**config.mk**
```make
export PLATFORM = sky130hd
export DESIGN_NAME = dac_spi_output_flat
export DESIGN_NICKNAME = d
export VERILOG_FILES = /design/src/rtl/dac_spi_output_if.sv /design/src/rtl/dac_spi_output.sv /design/src/flat_wrapper.sv
export SDC_FILE = /design/constraint.sdc
export NUM_CORES = 1
export LEC_CHECK = 0
export CELL_PAD_IN_SITES_DETAIL_PLACEMENT = 1
export CELL_PAD_IN_SITES_GLOBAL_PLACEMENT = 1
export CORE_UTILIZATION = 44
export DETAILED_ROUTE_END_ITERATION = 16
export PLACE_DENSITY_LB_ADDON = 0.1
export SLEW_MARGIN = 20
export SYNTH_ARGS = -nofsm -noshare
export SYNTH_HDL_FRONTEND = slang
export SYNTH_SLANG_ARGS = --single-unit
```
**constraint.sdc**
```tcl
create_clock -name clk -period 2.5 [get_ports clk]
set_clock_uncertainty 0.15 [all_clocks]
set_input_delay 0.5 -clock clk [delete_from_list [all_inputs] [get_ports clk]]
set_output_delay 0.5 -clock clk [all_outputs]
set_load 0.005 [all_outputs]
```
**src/rtl/dac_spi_output_if.sv**
```systemverilog
// Bundle between the summing tree, the DAC output stage and the external DAC.
// The master modport is the upstream side (sample source, status observer).
// The slave modport is the output stage, which drives the SPI pins and status.
interface dac_spi_output_if #(
  parameter int FIFO_DEPTH = 4
);
  localparam int LW = $clog2(FIFO_DEPTH + 1);

  logic signed [15:0] sample;
  logic               sample_active;
  logic               dac_sclk;
  logic               dac_cs_n;
  logic               dac_mosi;
  logic               busy;
  logic               overflow;
  logic [LW-1:0]      fifo_level;

  modport master (
    output sample, sample_active,
    input  dac_sclk, dac_cs_n, dac_mosi, busy, overflow, fifo_level
  );

  modport slave (
    input  sample, sample_active,
    output dac_sclk, dac_cs_n, dac_mosi, busy, overflow, fifo_level
  );
endinterface

```
**src/rtl/dac_spi_output.sv**
```systemverilog
// DAC output stage: decimates the mixed sample stream to one capture per
// SAMPLE_DIV clocks, buffers captures in a small FIFO as offset binary, and
// shifts each one MSB-first to a 16-bit SPI DAC (SCLK idles low, data changes
// on falling SCLK, DAC samples on rising SCLK).
module dac_spi_output #(
  parameter int SAMPLE_DIV = 256,
  parameter int CLKDIV     = 4,
  parameter int FIFO_DEPTH = 4
) (
  input  logic            clk,
  input  logic            reset,
  dac_spi_output_if.slave bus
);

  localparam int TW = $clog2(SAMPLE_DIV);
  localparam int HW = (CLKDIV > 1) ? $clog2(CLKDIV) : 1;
  localparam int PW = $clog2(FIFO_DEPTH);
  localparam int LW = $clog2(FIFO_DEPTH + 1);

  typedef enum logic [1:0] {IDLE, SHIFT, GAP} state_t;

  state_t        r_state;
  state_t        w_next_state;

  logic [TW-1:0] r_tick_cnt;
  logic          w_tick;

  logic [15:0]   r_mem [FIFO_DEPTH];
  logic [PW-1:0] r_wr_ptr;
  logic [PW-1:0] r_rd_ptr;
  logic [LW-1:0] r_level;
  logic          r_overflow;
  logic          w_push;
  logic          w_full;
  logic          w_accept;
  logic          w_pop;
  logic [15:0]   w_head;

  logic [HW-1:0] r_hp_cnt;
  logic [3:0]    r_bit_cnt;
  logic [15:0]   r_shift;
  logic          r_sclk;
  logic          r_cs_n;
  logic          r_mosi;
  logic          w_hp_tc;
  logic          w_last_fall;

  assign w_tick      = (r_tick_cnt == TW'(SAMPLE_DIV - 1));
  assign w_push      = w_tick && bus.sample_active;
  assign w_full      = (r_level == LW'(FIFO_DEPTH));
  // A full FIFO still takes a push when the head leaves in the same cycle.
  assign w_accept    = w_push && (!w_full || w_pop);
  assign w_head      = r_mem[r_rd_ptr];
  assign w_hp_tc     = (r_hp_cnt == HW'(CLKDIV - 1));
  // The falling toggle that completes the 16th bit ends the frame.
  assign w_last_fall = w_hp_tc && r_sclk && (r_bit_cnt == 4'd15);

  // Sample-period counter; tick marks the last clk of each period.
  // NOTE: sequential state uses non-blocking assignments so every register
  // samples pre-edge values and simulation matches the synthesised flops.
  always_ff @(posedge clk) begin
    if (reset) begin
      r_tick_cnt <= '0;
    end else if (w_tick) begin
      r_tick_cnt <= '0;
    end else begin
      r_tick_cnt <= r_tick_cnt + TW'(1);
    end
  end

  // Sample storage, written in offset binary (sign bit inverted).
  // NOTE: the storage array has no reset; occupancy is tracked by the
  // pointers and level, so stale contents are never read out.
  always_ff @(posedge clk) begin
    if (w_accept) begin
      r_mem[r_wr_ptr] <= {~bus.sample[15], bus.sample[14:0]};
    end
  end

  // FIFO pointers, occupancy and the sticky overflow flag.
  always_ff @(posedge clk) begin
    if (reset) begin
      r_wr_ptr   <= '0;
      r_rd_ptr   <= '0;
      r_level    <= '0;
      r_overflow <= 1'b0;
    end else begin
      if (w_accept) r_wr_ptr <= r_wr_ptr + PW'(1);
      if (w_pop)    r_rd_ptr <= r_rd_ptr + PW'(1);
      if (w_push && w_full && !w_pop) r_overflow <= 1'b1;
      case ({w_accept, w_pop})
        2'b10:   r_level <= r_level + LW'(1);
        2'b01:   r_level <= r_level - LW'(1);
        default: r_level <= r_level;
      endcase
    end
  end

  // FSM state register.
  always_ff @(posedge clk) begin
    if (reset) r_state <= IDLE;
    else       r_state <= w_next_state;
  end

  // FSM next state and the pop request.
  // NOTE: every signal written here gets a default first so no path leaves
  // it unassigned, which would otherwise infer a latch.
  always_comb begin
    w_next_state = r_state;
    w_pop        = 1'b0;
    case (r_state)
      IDLE: begin
        if (r_level != '0) begin
          w_pop        = 1'b1;
          w_next_state = SHIFT;
        end
      end
      SHIFT:   if (w_last_fall) w_next_state = GAP;
      GAP:     if (w_hp_tc)     w_next_state = IDLE;
      default: w_next_state = IDLE;
    endcase
  end

  // SPI datapath: load on pop, toggle SCLK every CLKDIV clocks, shift on falls.
  always_ff @(posedge clk) begin
    if (reset) begin
      r_sclk    <= 1'b0;
      r_cs_n    <= 1'b1;
      r_mosi    <= 1'b0;
      r_hp_cnt  <= '0;
      r_bit_cnt <= '0;
      r_shift   <= '0;
    end else begin
      case (r_state)
        IDLE: begin
          r_hp_cnt <= '0;
          if (w_pop) begin
            r_shift   <= w_head;
            r_mosi    <= w_head[15];
            r_cs_n    <= 1'b0;
            r_sclk    <= 1'b0;
            r_bit_cnt <= '0;
          end
        end
        SHIFT: begin
          if (w_hp_tc) begin
            r_hp_cnt <= '0;
            r_sclk   <= ~r_sclk;
            if (r_sclk) begin
              if (r_bit_cnt == 4'd15) begin
                r_cs_n <= 1'b1;
                r_mosi <= 1'b0;
              end else begin
                r_bit_cnt <= r_bit_cnt + 4'd1;
                r_shift   <= {r_shift[14:0], 1'b0};
                r_mosi    <= r_shift[14];
              end
            end
          end else begin
            r_hp_cnt <= r_hp_cnt + HW'(1);
          end
        end
        GAP: begin
          if (w_hp_tc) r_hp_cnt <= '0;
          else         r_hp_cnt <= r_hp_cnt + HW'(1);
        end
        default: r_hp_cnt <= '0;
      endcase
    end
  end

  assign bus.dac_sclk   = r_sclk;
  assign bus.dac_cs_n   = r_cs_n;
  assign bus.dac_mosi   = r_mosi;
  assign bus.busy       = (r_state != IDLE);
  assign bus.overflow   = r_overflow;
  assign bus.fifo_level = r_level;

endmodule

```
**src/flat_wrapper.sv**
```systemverilog
// flat-port wrapper written by rule: the top's interface ports become plain ports
module dac_spi_output_flat 
#(
  parameter int SAMPLE_DIV = 256,
  parameter int CLKDIV     = 4,
  parameter int FIFO_DEPTH = 4
)
  (clk, reset, bus_sample, bus_sample_active, bus_dac_sclk, bus_dac_cs_n, bus_dac_mosi, bus_busy, bus_overflow, bus_fifo_level);
  dac_spi_output_if #(.FIFO_DEPTH(FIFO_DEPTH)) bus_i ();
  input  logic clk;
  input  logic reset;
  input wire logic [$bits(bus_i.sample)-1:0] bus_sample;
  input wire logic [$bits(bus_i.sample_active)-1:0] bus_sample_active;
  output wire logic [$bits(bus_i.dac_sclk)-1:0] bus_dac_sclk;
  output wire logic [$bits(bus_i.dac_cs_n)-1:0] bus_dac_cs_n;
  output wire logic [$bits(bus_i.dac_mosi)-1:0] bus_dac_mosi;
  output wire logic [$bits(bus_i.busy)-1:0] bus_busy;
  output wire logic [$bits(bus_i.overflow)-1:0] bus_overflow;
  output wire logic [$bits(bus_i.fifo_level)-1:0] bus_fifo_level;
  assign bus_i.sample = bus_sample;
  assign bus_i.sample_active = bus_sample_active;
  assign bus_dac_sclk = bus_i.dac_sclk;
  assign bus_dac_cs_n = bus_i.dac_cs_n;
  assign bus_dac_mosi = bus_i.dac_mosi;
  assign bus_busy = bus_i.busy;
  assign bus_overflow = bus_i.overflow;
  assign bus_fifo_level = bus_i.fifo_level;
  dac_spi_output #(.SAMPLE_DIV(SAMPLE_DIV), .CLKDIV(CLKDIV), .FIFO_DEPTH(FIFO_DEPTH)) u_core (.clk(clk), .reset(reset), .bus(bus_i));
endmodule
```
==> metrics.md <==
| Metric | Value |
|---|---|
| Max-slew violations | 0 |
| Die Span Y | 103.2 um |
| Arrival @ worst endpoint | 2.55 ns |
| Worst IR Drop VDD | 0.0003060 V |
| Die Wd | 103.2 um |
| Rows | 36 |
| Yosys warns | 0 |
| CTS tree | built |
| Clk root buf | clkbuf_8 |
| Max-Cap Viols | 0 |
| Antenna diodes | 0 |
| Leakage | 1.764 nW |
| CP Max Fanout | 2 |
| Synth area leader | edfxtp_1 |
| Synth Area in XOR/XNOR | 2.139% |
| Vias in the first global route | 2,867 |
| Top cells by count, synth | edfxtp_1 (64), dfxtp_1 (44), mux2i_1 (30) |
| Area post-placement | 5102 um^2 |
| Cells after Synth | 348 |
| Worst Hold Class | register to register |
| P&R area growth vs syn | 18.47% |
| Placeable core area | 9864 um^2 |
| Synth Area in Compound Gates | 11.83% |
| Slew Limit Headroom | 63.21% |
| Fin Setup TNS | 0 ns |
| Worst-Margin Slew | 0.5518 ns |
| Drt wl/cell | 17.54 um |
| Mux contribution to synthesized area | 7.667% |
| Sequential fraction of the synthesis area | 62.22% |
| DR vias | 2,879 |
| Max Clk Rate | 416.7 MHz |
| PwrDens | 705.1 nW/um^2 |
| Top cell type's share of synthesized area | 42.67% |
| Proportion of layout cells with a drive suffix above 1 | 15.33% |
| WS Path Type | register to register |
| Clock Pin Slew Worst Setup and Hold Paths | 0.10 ns |
| Post-route DRC violation count | 0 |
| Nets | 424 |
| Global-route wire length before repair | 14,630 um |
| Critical Path RT | 2.65 ns |
| Adder-cell share of the synthesized area | 3.500% |
| Final hold slack | 0.2902 ns |
| Status | completed |
| Crit end category | register |
| Vias per cell | 5.422 |
| Post-synth EDFFs | 64 |
| GRT Max-Usage Layer | met2 |
| Synthesized area | 4504 um^2 |
| Fin area | 5336 um^2 |
| Clk sinks | 108 |
| Global routing usage on met3 | 3.427% |
| Synth cell types | 48 |
| Final GP Congestion | 0.6937 |
| Asr flop ratio synth | 0% |
| Met2 global-route usage | 30.67% |
| Die area | 10,650 um^2 |
| Fin crit share | 96.00% |
| Final HPWL DP | 6081 um |
| IO buf count | 26 |
| Syn_nets | 379 |
| Iteration-0 DRC Markers | 90 |
| Top area cells in the synthesized netlist | edfxtp_1 (43%), dfxtp_1 (20%), mux2i_1 (6.7%) |
| Largest family of logic cells by synthesized area | compound AO/OA/AOI/OAI gates |
| H-tree depth | 3 |
| Num ports | 27 |
| Num CTS Buffers | 9 |
| Antenna viol nets, final | 0 |
| Final min period | 2.400 ns |
| Top-count cell post-synth | edfxtp_1 |
| Avg Cell Area, Syn | 12.94 um^2 |
| Hold Vio Cnt, Final | 0 |
| Initial Utilization | 45.66% |
| Total routed wirelength | 9315 um |
| CTS Buffer Depth | 2 |
| FF+latch count, synth | 108 |
| Critical path startpoint category | register |
| RSZ-0062 raised after global routing | no |
| Final setup vio count | 0 |
| Ys flop type | edfxtp_1 |
| Global route overflow | 0 |
| Number of antenna violations at the first check in global routing | 0 |
| Largest net degree at the start of global routing | 31 |
| Worst-skew pair later-pin latency | 0.37 ns |
| Hold-fix buffers, CTS | 0 |
| Global Route Usage Sum | 18.78% |
| Global-route met1 utilization | 25.39% |
| Initial DRT Pass Iterations | 4 |
| Simple-Gate Fraction of Synth Area | 9.556% |
[final cells by class]
cell class	count	area, um^2
Clock buffer	9	123.9
Multi-Input combinational cell	206	1599
Inverter	15	56.30
Timing Repair Buffer	53	513.0
Sequential cell	108	2805
Clock inverter	7	72.57
Fill cell	1004	4528
Tap cell	133	166.4
[cell usage in the layout, fill, tap and decap left out, drive strengths merged, types with 2 or more instances in the layout]
master,n
edfxtp,64
dfxtp,44
mux2i,30
buf,27
clkdlybuf4s50,26
nand2,24
nor2,23
inv,16
o221ai,14
o311a,14
o21bai,13
a21oi,12
ha,11
o21ai,10
clkbuf,9
nand3,7
xnor2,6
xor2,5
nor3,5
and2,4
nor4b,3
clkinv,3
and3,2
mux4,2
or4b,2
nand2b,2
clkinvlp,2
[sequential cells by signal (all words and copies together), names as in the netlist, named ones only]
register	cells
u_core.bus.dac_sclk	1
u_core.r_state	2
u_core.r_shift	15
u_core.r_bit_cnt	4
u_core.r_wr_ptr	2
u_core.bus.dac_cs_n	1
u_core.bus.overflow	1
u_core.r_tick_cnt	8
u_core.bus.dac_mosi	1
u_core.bus.fifo_level	3
u_core.r_mem	64
u_core.r_hp_cnt	2
u_core.r_rd_ptr	2
[kinds of logic after synthesis]
logic type | after synthesis
flip-flops | 108
AND/OR/NAND/NOR | 80
AO/OA/AOI/OAI | 71
buffers and inverters | 34
multiplexers | 32
adder cells (fa/ha/maj) | 12
XOR/XNOR | 11
[layer usage]
layer / vias up / part of all wire, %
met2: 36 / 49
met3: 7 / 3.1
met4: 0 / 1.2
met1: 1445 / 47
met5: - / 0
li1: 1391 / -
[worst paths after layout]
check / startpoint / to / slack, ns / cells after the start
hold reg to reg: u_core.r_hp_cnt[0]$_SDFF_PP0_ / u_core.r_hp_cnt[0]$_SDFF_PP0_ / 0.29 / 1
setup / recovery: u_core.r_state[0]$_SDFFE_PP0P_ / u_core.bus.fifo_level[2]$_SDFFE_PP0P_ / 0.10 / 11
hold / removal: u_core.r_hp_cnt[0]$_SDFF_PP0_ / u_core.r_hp_cnt[0]$_SDFF_PP0_ / 0.29 / 1
setup reg to reg: u_core.r_state[0]$_SDFFE_PP0P_ / u_core.bus.fifo_level[2]$_SDFFE_PP0P_ / 0.10 / 11
[what timing repair did]
item,4_1_cts,5_1_grt
hold endpoints to repair,0,0
buffers inserted,1,0
pin swaps,2,4
resized for setup,6,5
endpoints found under the setup margin,1,1
[power breakdown]
group	leakage (nW)	switching (mW)	internal [mW]
sequential	0.933	0.0407	1.96
clock	0.0960	0.611	0.467
combinational	0.735	0.382	0.302
[critical path: stages, from the launching register on]
cell and delay, ns:
dfxtp_2 0.35, inv_2 0.05, ha_4 0.17, nor4b_4 0.32, nor4_4 0.09, inv_2 0.08, ha_4 0.13, inv_2 0.04
fa_2 0.33, xor2_1 0.16, or3_1 0.34, a21oi_1 0.13
[per-stage QoR]
stage	cells	total power [mW]	setup WS [ns]	util, %
global route	531	3.927	0.01673	54.10
global placement	514	2.674	-0.01738	51.73
floorplan	348	2.468	0.0006559	-
detailed placement	514	2.706	-0.1181	51.73
finish	531	3.762	0.1001	54.10
CTS	531	3.797	0.007075	54.00
Note: power is estimated with default switching activity, not from simulation.
